$ cat config.mk
export PLATFORM = sky130hd
export DESIGN_NAME = axis2ibuf
export DESIGN_NICKNAME = d
export VERILOG_FILES = /design/src/rtl/axis2ibuf.sv
export SDC_FILE = /design/constraint.sdc
export NUM_CORES = 1
export LEC_CHECK = 0
export CAP_MARGIN = 10
export CORE_UTILIZATION = 40
export DETAILED_ROUTE_END_ITERATION = 8
export PLACE_DENSITY = 0.71
export SLEW_MARGIN = 20
export SYNTH_ARGS = -nofsm -noshare
export SYNTH_HDL_FRONTEND = slang
export SYNTH_SLANG_ARGS = --single-unit
$ cat constraint.sdc
create_clock -name clk -period 3.65 [get_ports clk]
set_input_delay 0.73 -clock clk [delete_from_list [all_inputs] [get_ports clk]]
set_output_delay 0.73 -clock clk [all_outputs]
set_load 0.1 [all_outputs]
$ cat src/rtl/axis2ibuf.sv
// AXI-Stream to ibuf ring writer: data qwords first, header last, then commit of the producer pointer.
// RAM writes lag acceptance by one cycle; tready drops when the ring is full and during header/commit/rewind.
module axis2ibuf #(
  parameter int BW      = 9,
  parameter int MAX_LEN = 1518
) (
  input  logic          clk,
  input  logic          rst,
  input  logic [63:0]   s_axis_tdata,
  input  logic [7:0]    s_axis_tstrb,
  input  logic          s_axis_tvalid,
  input  logic          s_axis_tlast,
  output logic          s_axis_tready,
  output logic [BW-1:0] wr_addr,
  output logic [63:0]   wr_data,
  output logic          wr_en,
  output logic [BW:0]   committed_prod,
  input  logic [BW:0]   committed_cons,
  output logic [31:0]   drop_cnt
);

  typedef enum logic [2:0] {
    ST_INIT,
    ST_DATA,
    ST_HDR,
    ST_COMMIT,
    ST_DROP,
    ST_REWIND
  } state_t;

  state_t          state, state_nxt;
  logic [BW:0]     hdr_ptr, hdr_ptr_nxt;
  logic [BW:0]     wr_ptr, wr_ptr_nxt;
  logic [BW:0]     cons_q;
  logic [BW:0]     occ;
  logic [BW:0]     prod_nxt;
  logic [16:0]     byte_cnt, byte_cnt_nxt, new_cnt;
  logic [31:0]     drop_nxt;
  logic            wr_en_nxt;
  logic [BW-1:0]   wr_addr_nxt;
  logic [63:0]     wr_data_nxt;
  logic [3:0]      strb_bytes;
  logic            bad_beat;
  logic            room;

  // Header slot is already inside wr_ptr, so occupancy covers it too.
  assign occ  = wr_ptr - cons_q;
  assign room = ~occ[BW];

  always_comb begin
    strb_bytes = 4'd0;
    for (int i = 0; i < 8; i++) begin
      if (s_axis_tstrb[i] && (strb_bytes == 4'(i))) begin
        strb_bytes = 4'(i + 1);
      end
    end
  end

  assign new_cnt  = byte_cnt + (s_axis_tlast ? {13'd0, strb_bytes} : 17'd8);
  assign bad_beat = (new_cnt > 17'(MAX_LEN))
                  || (s_axis_tlast && (s_axis_tstrb == 8'h00))
                  || (!s_axis_tlast && (s_axis_tstrb != 8'hFF));

  always_comb begin
    state_nxt     = state;
    hdr_ptr_nxt   = hdr_ptr;
    wr_ptr_nxt    = wr_ptr;
    byte_cnt_nxt  = byte_cnt;
    prod_nxt      = committed_prod;
    drop_nxt      = drop_cnt;
    wr_en_nxt     = 1'b0;
    wr_addr_nxt   = wr_addr;
    wr_data_nxt   = wr_data;
    s_axis_tready = 1'b0;
    case (state)
      ST_INIT: begin
        hdr_ptr_nxt  = committed_prod;
        wr_ptr_nxt   = committed_prod + 1'b1;
        byte_cnt_nxt = '0;
        state_nxt    = ST_DATA;
      end
      ST_DATA: begin
        s_axis_tready = room;
        if (s_axis_tvalid && room) begin
          wr_en_nxt    = 1'b1;
          wr_addr_nxt  = wr_ptr[BW-1:0];
          wr_data_nxt  = s_axis_tdata;
          wr_ptr_nxt   = wr_ptr + 1'b1;
          byte_cnt_nxt = new_cnt;
          if (bad_beat) begin
            state_nxt = s_axis_tlast ? ST_REWIND : ST_DROP;
          end else if (s_axis_tlast) begin
            state_nxt = ST_HDR;
          end
        end
      end
      ST_HDR: begin
        wr_en_nxt   = 1'b1;
        wr_addr_nxt = hdr_ptr[BW-1:0];
        wr_data_nxt = {16'd0, byte_cnt[15:0], 32'd0};
        state_nxt   = ST_COMMIT;
      end
      ST_COMMIT: begin
        prod_nxt     = wr_ptr;
        hdr_ptr_nxt  = wr_ptr;
        wr_ptr_nxt   = wr_ptr + 1'b1;
        byte_cnt_nxt = '0;
        state_nxt    = ST_DATA;
      end
      ST_DROP: begin
        s_axis_tready = 1'b1;
        if (s_axis_tvalid && s_axis_tlast) begin
          state_nxt = ST_REWIND;
        end
      end
      ST_REWIND: begin
        drop_nxt     = (drop_cnt == 32'hFFFF_FFFF) ? drop_cnt : drop_cnt + 32'd1;
        wr_ptr_nxt   = hdr_ptr + 1'b1;
        byte_cnt_nxt = '0;
        state_nxt    = ST_DATA;
      end
      default: state_nxt = ST_INIT;
    endcase
  end

  always_ff @(posedge clk) begin
    if (rst) begin
      state          <= ST_INIT;
      hdr_ptr        <= '0;
      wr_ptr         <= '0;
      cons_q         <= '0;
      byte_cnt       <= '0;
      committed_prod <= '0;
      drop_cnt       <= '0;
      wr_en          <= 1'b0;
      wr_addr        <= '0;
      wr_data        <= '0;
    end else begin
      state          <= state_nxt;
      hdr_ptr        <= hdr_ptr_nxt;
      wr_ptr         <= wr_ptr_nxt;
      cons_q         <= committed_cons;
      byte_cnt       <= byte_cnt_nxt;
      committed_prod <= prod_nxt;
      drop_cnt       <= drop_nxt;
      wr_en          <= wr_en_nxt;
      wr_addr        <= wr_addr_nxt;
      wr_data        <= wr_data_nxt;
    end
  end

endmodule

==> flow_summary.json <==
{
  "status": "finished, final reports clean",
  "cts_made_buffers": 17,
  "p_seq_share_pct": 33.6,
  "worst_pin_slew_ns": 1.01,
  "clk_pin_slew_ns": 0.06,
  "yosysWarnings": 0,
  "grt.overflow.total": 0,
  "final-setup-viol-count": 0,
  "critical_path_required_ns": 4.00,
  "ys_ff_latch": 166,
  "clock_latency_ns": 0.42,
  "slew_headroom_pct": 32.2,
  "ant_nets": 0,
  "dieArea_sq_um": 19600,
  "slowest_delay_ns": 0.46,
  "routed_via_density": 5.27,
  "dpl.hpwl_um": 14700,
  "hold_viol_final": 0,
  "crit_chain": "clkdlybuf4s50_1 -> nand3_1 -> nand2_1 -> buf_4 -> a311oi_2 -> fa_2 -> a21o_1 -> a21oi_2 -> buf_4 -> nor4_2 -> a211o_1 -> o41ai_2 -> buf_4 -> or3_1 -> a31oi_1",
  "antenna_found_initial": 0,
  "layout_setup_ws_ns": 0.233,
  "period_minus_slack_ns": 3.42,
  "htreeDepth": 4,
  "synth_nets": 1013,
  "start_kind": "primary input",
  "synth_edf_count": 0,
  "vias": 7215,
  "crit_top_cell": "buf_4",
  "fin_hold_ws_ns": 0.452,
  "ios": 203,
  "fin_crit_sh_pct": 93.6,
  "reg2reg_from": "wr_ptr[5]",
  "grt_pass1_vias": 6726,
  "synth_area_sq_um": 7630,
  "rsz0062_at_grt": "no",
  "hold_depth": 2,
  "crit_arrival_ns": 3.77,
  "synthFlopType": "dfxtp_1",
  "drtIter0Drc": 381,
  "die_w_um": 140,
  "grt.total_usage_pct": 21.6,
  "synth_area_leader_cell": "dfxtp_1",
  "route.detailed.drc": 0,
  "fmax_mhz": 293,
  "cts.sinks": 166,
  "syn_inst": 912,
  "start_util_pct": 40.8,
  "finalNetCount": 1224,
  "die_y_um": 140,
  "slowest_stage": "clkdlybuf4s50_1",
  "rrSetupSlack_ns": 0.60,
  "crit_fanout": 4,
  "synthArstFlopShare_pct": 0,
  "cts_tree": "yes",
  "ys_top_cells_by_area": "dfxtp_1, nand2_1, a21oi_1",
  "min_path_type": "reg -> reg",
  "syn_to_final_growth_pct": 39.7,
  "p_int_uw": 3760,
  "total_leakage_power_uw": 0.00395,
  "grt_pass1_wl_um": 34200,
  "dr.pass1.iters": 5,
  "drt-total-wl_um": 21100,
  "synth-seq-area-share_pct": 43.5,
  "diodes": 0,
  "fin_worst_skew_ns": 0.00814,
  "r2r_end": "wr_data[41]",
  "yosysUniqueCellTypes": 69,
  "path_class": "in -> reg",
  "root_buffer": "clkbuf_16",
  "yosysTopAreaCellShare_pct": 43.5,
  "pre_cts_slack_ns": -0.645,
  "power.density_nw_per_um2": 619,
  "worstRegToRegCells": 8,
  "p_comb_share_pct": 40.9,
  "peakVddDrop_mv": 0.321,
  "routedWlPerCell_um": 15.4,
  "row_count": 50,
  "p_clk_share_pct": 25.4,
  "slew_violations": 0,
  "power.switching_uw": 2840,
  "clockBufferDepth": 2,
  "holdCritStartpoint": "wr_data[15]",
  "grt_max_degree": 68,
  "io_buffers": 202,
  "maxCapViolations": 0,
  "postSynthAreaPerCell_sq_um": 8.37,
  "gp_congestion": 0.820,
  "layout-drive-gt1-share_pct": 11.3,
  "design.core.area_sq_um": 18700,
  "endpoint_kind": "flip-flop",
  "swShare_pct": 43.0,
  "min_to": "wr_data[15]"
}
==> per-layer routing <==
layer | up-vias | global-route usage (%) | wire length [um]
met4 | 0 | 6.65 | 223
met1 | 3355 | 27.7 | 9570
met3 | 19 | 5.44 | 1270
met2 | 203 | 35.7 | 10000
li1 | 3638 | - | -
met5 | - | 0 | 0
==> flip-flops by register name (all words and copies together), names as in the netlist <==
| signal | cells |
|---|---|
| hdr_ptr | 10 |
| state | 3 |
| committed_prod | 10 |
| wr_en | 1 |
| wr_addr | 9 |
| drop_cnt | 32 |
| wr_data | 64 |
| cons_q | 10 |
| byte_cnt | 17 |
| wr_ptr | 10 |
==> kinds of logic (layout without fill, tap and decap cells) <==
family / count (synthesis) / in the layout / share of synthesized area [%]
multiplexers: 14 / 14 / 2.00
AO/OA/AOI/OAI: 218 / 218 / 19.2
AND/OR/NAND/NOR: 385 / 385 / 23.9
adder cells (fa/ha/maj): 15 / 15 / 2.56
buffers and inverters: 74 / 298 / 4.28
XOR/XNOR: 40 / 40 / 4.59
flip-flops: 166 / 166 / 43.5
==> cell usage after synthesis (all sizes together) (2+ instances only) <==
cell type	instances
a211oi	24
a21boi	2
a21o	2
a21oi	98
a22oi	9
a311oi	4
a31oi	5
a41oi	2
and2	10
and3	11
and4	8
buf	30
clkbuf	27
dfxtp	166
ha	14
inv	17
mux2i	14
nand2	136
nand2b	11
nand3	36
nand3b	5
nand4	15
nor2	105
nor2b	11
nor3	10
nor4	6
o211ai	3
o21a	3
o21ai	22
o221a	17
o22a	2
o22ai	11
o2bb2ai	3
o31ai	3
or3	15
xnor2	21
xor2	19
==> power by group through the flow <==
| stage | Combinational, uW | Clock, uW | Sequential (uW) |
|---|---|---|---|
| 3_5_place_dp | 2700 | 0 | 2260 |
| 2_1_floorplan | 1060 | 0 | 3210 |
| 4_1_cts | 2700 | 1730 | 2220 |
| 5_1_grt | 2870 | 1800 | 2250 |
| 3_3_place_gp | 2670 | 0 | 2250 |
| 6_report | 2700 | 1680 | 2220 |
==> stage by stage <==
stage                     total power (uW)  TNS [ns]  instance area, sq um  utilization (%)  cells
after floorplan                       4260         0                  7630                -    912
after global placement                4920     -1.32                 10000             53.6   1334
after detailed placement              4950     -2.17                 10000             53.6   1334
after CTS                             6650         0                 10600             56.6   1366
after global routing                  6920         0                 10700             57.0   1370
final                                 6600         0                 10700             57.0   1370
==> cells in the final DEF, fill, tap and decap left out, drive strengths merged, types with 14 or more instances in the layout <==
cell type,synthesis,routed
mux2i,14,14
nor2,105,105
nand3,36,36
clkdlybuf4s50,0,193
o21ai,22,22
clkbuf,27,19
nand4,15,15
o221a,17,17
dfxtp,166,166
xnor2,21,21
or3,15,15
a21oi,98,98
buf,30,50
a211oi,24,24
xor2,19,19
ha,14,14
nand2,136,136
inv,17,21
==> area by class of cell <==
| class | instances | area (sq um) |
|---|---|---|
| clock inverter | 13 | 97.6 |
| timing repair buffer | 249 | 2410 |
| multi-input combinational | 672 | 4030 |
| sequential | 166 | 3320 |
| fill | 1706 | 8040 |
| inverter | 17 | 63.8 |
| clock buffer | 19 | 453 |
| tap | 234 | 293 |
==> how the worst max path moves through the flow <==
stage	start	to	slack, ns
after global placement	s_axis_tstrb[4]	state[2]	-0.48
after global routing	s_axis_tstrb[6]	state[0]	0.03
after detailed placement	s_axis_tstrb[3]	state[2]	-0.64
final	s_axis_tstrb[6]	state[0]	0.23
after CTS	s_axis_tstrb[4]	state[2]	0.01
after floorplan	wr_ptr[6]	s_axis_tready	0.03
==> worst max-delay path: cells and delay by family <==
family | cells | cell delay [ns]
adder cells (fa/ha/maj) | 1 | 0.29
AO/OA/AOI/OAI | 6 | 0.97
buffers and inverters | 4 | 0.92
AND/OR/NAND/NOR | 4 | 0.85
==> repair_timing <==
action | CTS | global route
endpoints found under the setup margin | 3 | 3
gates resized for setup | 2 | 16
setup buffers | 0 | 4
pin swaps | 3 | 9
cloned | 0 | 0
hold buffers | 0 | 0
(Power assumes the default switching activity.)
